## src/rtl/demux_pkg.sv

```systemverilog
// demux_pkg: shared widths and types for the 1-to-8 demultiplexer
package demux_pkg;
  localparam int SEL_W = 3;
  localparam int N_OUT = 8;
  typedef logic [SEL_W-1:0] sel_t;
  typedef logic [N_OUT-1:0] dvec_t;
endpackage

```

## src/rtl/demultiplexer_decoder_3to8.sv

```systemverilog
// decoder_3to8: combinational binary-to-one-hot select decoder
module decoder_3to8
  import demux_pkg::*;
(
  input  logic [SEL_W-1:0] sel,
  output logic [N_OUT-1:0] dec
);
  always_comb dec = dvec_t'(1) << sel;
endmodule

```

## src/rtl/demultiplexer.sv

```systemverilog
// demultiplexer: 1-to-8 demux with registered outputs; DEMUX_SEL_OUT_EN adds registered sel_q
module demultiplexer
  import demux_pkg::*;
(
  input  logic clk,
  input  logic rst,
  input  logic in,
  input  logic s0,
  input  logic s1,
  input  logic s2,
  output logic d0,
  output logic d1,
  output logic d2,
  output logic d3,
  output logic d4,
  output logic d5,
  output logic d6,
  output logic d7
`ifdef DEMUX_SEL_OUT_EN
  ,output logic [SEL_W-1:0] sel_q
`endif
);
  sel_t  sel;
  dvec_t dec;
  dvec_t dq;
  assign sel = {s2, s1, s0};
  decoder_3to8 u_dec (
    .sel(sel),
    .dec(dec)
  );
  always_ff @(posedge clk or posedge rst) begin
    if (rst) dq <= '0;
    else     dq <= dec & {N_OUT{in}};
  end
  assign {d7, d6, d5, d4, d3, d2, d1, d0} = dq;
`ifdef DEMUX_SEL_OUT_EN
  always_ff @(posedge clk or posedge rst) begin
    if (rst) sel_q <= '0;
    else     sel_q <= sel;
  end
`endif
endmodule

```

## config.mk

```make
export PLATFORM = sky130hd
export DESIGN_NAME = demultiplexer
export DESIGN_NICKNAME = d
export VERILOG_FILES = /design/src/rtl/demux_pkg.sv /design/src/rtl/demultiplexer_decoder_3to8.sv /design/src/rtl/demultiplexer.sv
export SDC_FILE = /design/constraint.sdc
export NUM_CORES = 1
export LEC_CHECK = 0
export ABC_AREA = 1
export CAP_MARGIN = 20
export CORE_AREA = 2 2 39 41
export CTS_BUF_LIST = sky130_fd_sc_hd__clkbuf_8 sky130_fd_sc_hd__clkbuf_16
export CTS_CLUSTER_DIAMETER = 50
export DETAILED_ROUTE_END_ITERATION = 7
export DIE_AREA = 0 0 41 43
export DONT_BUFFER_PORTS = 1
export SYNTH_ARGS = -nofsm -noshare
export SYNTH_HDL_FRONTEND = slang
export SYNTH_SLANG_ARGS = --single-unit
```

## constraint.sdc

```tcl
create_clock -name clk -period 0.8 [get_ports clk]
set_clock_uncertainty 0.05 [all_clocks]
set_input_delay 0.16 -clock clk [delete_from_list [all_inputs] [get_ports clk]]
set_output_delay 0.16 -clock clk [all_outputs]
set_load 0.02 [all_outputs]
```

==> summary.txt <==
Placed design
  – RD Place Congestion: 0.651
  – Post-place instance area: approximately 290 um2
  – Count of port buffers added during placement: 0

GRT
  – Largest net degree at the start of global routing: 9
  – Global route overflow: 0
  – First-pass GRT wire length: 717 um
  – Number of global-route vias before repair: roughly 180
  – Initial antenna violation count: 0
  – Overall Global Routing Usage: 0.0711

Routing
  – Post-route ant nets: 0
  – Iteration-0 DRC Markers: 9
  – Via count: 172
  – TritonRoute pass-1 iters: 4
  – # DRC: 0
  – Post-DR vias/cell: 3.74
  – WL final: 442 um
  – Wire per inst: 9.61 um

Logic synthesis
  – Register area share after synthesis: 0.748
  – Yosys reg bits: 8
  – Cell area after synthesis: roughly 270 um2
  – Synth top area cells: dfrtp_1, nor2_1, nand2_1
  – YS warnings: 0
  – Syn Nets: 32
  – Syn Area/Cell: roughly 10 um2
  – Unique masters post-synth: 4
  – Post-Synthesis Cells: 26
  – Top cell type by total area after synthesis: dfrtp_1
  – Top-area cell type share of the netlist area: 0.748

Clock tree
  – CTS clk-pin slew, worst paths: 0.04 ns
  – Clock root buffer: clkbuf_8
  – Clock Tree Buf Depth: 2
  – CTS buffer count: 3
  – H-tree Lvls: 1
  – CTS tree: yes
  – Clock sinks: 8
  – Setup bufs post-CTS: 0

STA
  – Worst-margin pin slew: 0.280 ns
  – Final hold violation count: 0
  – Post-route minimum period: 0.871 ns
  – Fmax: 1150 MHz
  – Max-slew violations: 0
  – Setup TNS: -0.556 ns
  – Unrepaired setup endpoints after global routing: yes
  – Final worst slack: -0.0714 ns
  – Slew Limit Headroom: 0.813
  – Hold WS: 0.0202 ns
  – Final setup vio count: 8
  – Fin crit share: 1.09

Status
  – Violated checks: negative setup slack
  – Status: complete, but fails checks

Power
  – Pleak: 0.171 nW
  – Gate power share: 0.036
  – Clock power share: 0.498
  – Final Power: 0.935 mW
  – Net Switching: 0.181 mW
  – Peak supply drop: around 0.00062 V
  – Sw frac: 0.194
  – PwrDens: 2690 mW/mm2
  – Reg power frac: 0.467
  – P_int: ~0.75 mW

Die
  – Starting Density: 0.193
  – Core Region: 0.00138 mm2
  – Die span in y: 43 um
  – I/O pins: 14
  – Die Wd: 41 um
  – Standard-cell rows: 14
  – Die area: 0.00176 mm2

Final layout
  – Design area: 348 um2
  – # nets final: 38
  – Inserted Diodes: 0
  – Fraction of layout cells with a size suffix above 1: 0.333
  – Max reg flops: 8
  – Top Registers: dq (8)
  – Most common cell after layout, fill and taps aside: nor2_1
  – Top reg by flops: dq
  – Most frequent cells in the layout: nor2_1, dfrtp_2, nand2_1
  – Layout area overhead: 29.9%

Setup path
  – Required @ worst endpoint: 0.59 ns
  – CP Capture Type: output port
  – Setup CP Type: reg -> out
  – Critical Path AT: between 0.6 and 0.7 ns
  – Startpoint Class: flop
  – Crit Path Max Fanout: 1

Run
  – Max_cap viols: 0

Worst hold path
  – Hold crit path type: in -> reg
==> routing by layer <==
| layer | wire [um] | global-route usage | vias to the layer above |
|---|---|---|---|
| met4 | 28 | 0.120 | 0 |
| met1 | 144 | 0.0635 | 75 |
| li1 | - | - | 82 |
| met3 | 73 | 0.0419 | 3 |
| met5 | 0 | 0 | - |
| met2 | 195 | 0.0781 | 12 |
==> power by group through the flow <==
stage / clock, mW / sequential (mW) / combinational [mW]
detailed placement: 0 / 0.440 / 0.0305
CTS: 0.482 / 0.436 / 0.0345
finish: 0.465 / 0.436 / 0.0335
floorplan: 0 / 0.439 / 0.0255
global route: 0.510 / 0.436 / 0.0410
global placement: 0 / 0.440 / 0.0302
==> synth_stat cells (all sizes together) <==
master  n
dfrtp   8
nand2   6
inv     4
nor2    8
==> per-stage QoR <==
stage / setup slack, ns / util / cells
after CTS: -0.0774 / 0.250 / 46
final: -0.0714 / 0.251 / 46
after global routing: -0.0875 / 0.251 / 46
after detailed placement: 0.165 / 0.208 / 42
after global placement: 0.165 / 0.208 / 42
after floorplan: 0.174 / - / 26
==> area by class of cell <==
| type | count | area, um2 |
|---|---|---|
| tap | 16 | 20.0 |
| inverter | 4 | 15.0 |
| sequential | 8 | 209 |
| clock buffer | 3 | 41.3 |
| fill | 154 | 1040 |
| multi-input combinational | 14 | 52.6 |
| timing repair buffer | 1 | 10.0 |
==> kinds of logic after synthesis <==
group,count (synthesis),synth area share
simple gates,14,0.196
flops,8,0.748
buf+inv,4,0.0561
==> path summary, 6_finish.rpt <==
check,start,end,slack (ns),cells past startpoint
min in group asynchronous,rst,dq[7],0.27,2
max in group asynchronous,rst,dq[6],0.20,2
min,s1,dq[6],0.02,2
max,dq[5],d5,-0.07,0
==> repair_timing <==
item	CTS	global route
hold endpoints to repair	8	0
resized for setup	5	2
endpoints found under the setup margin	8	8
hold buffers	1	0
Note: power is estimated with default switching activity, not from simulation.
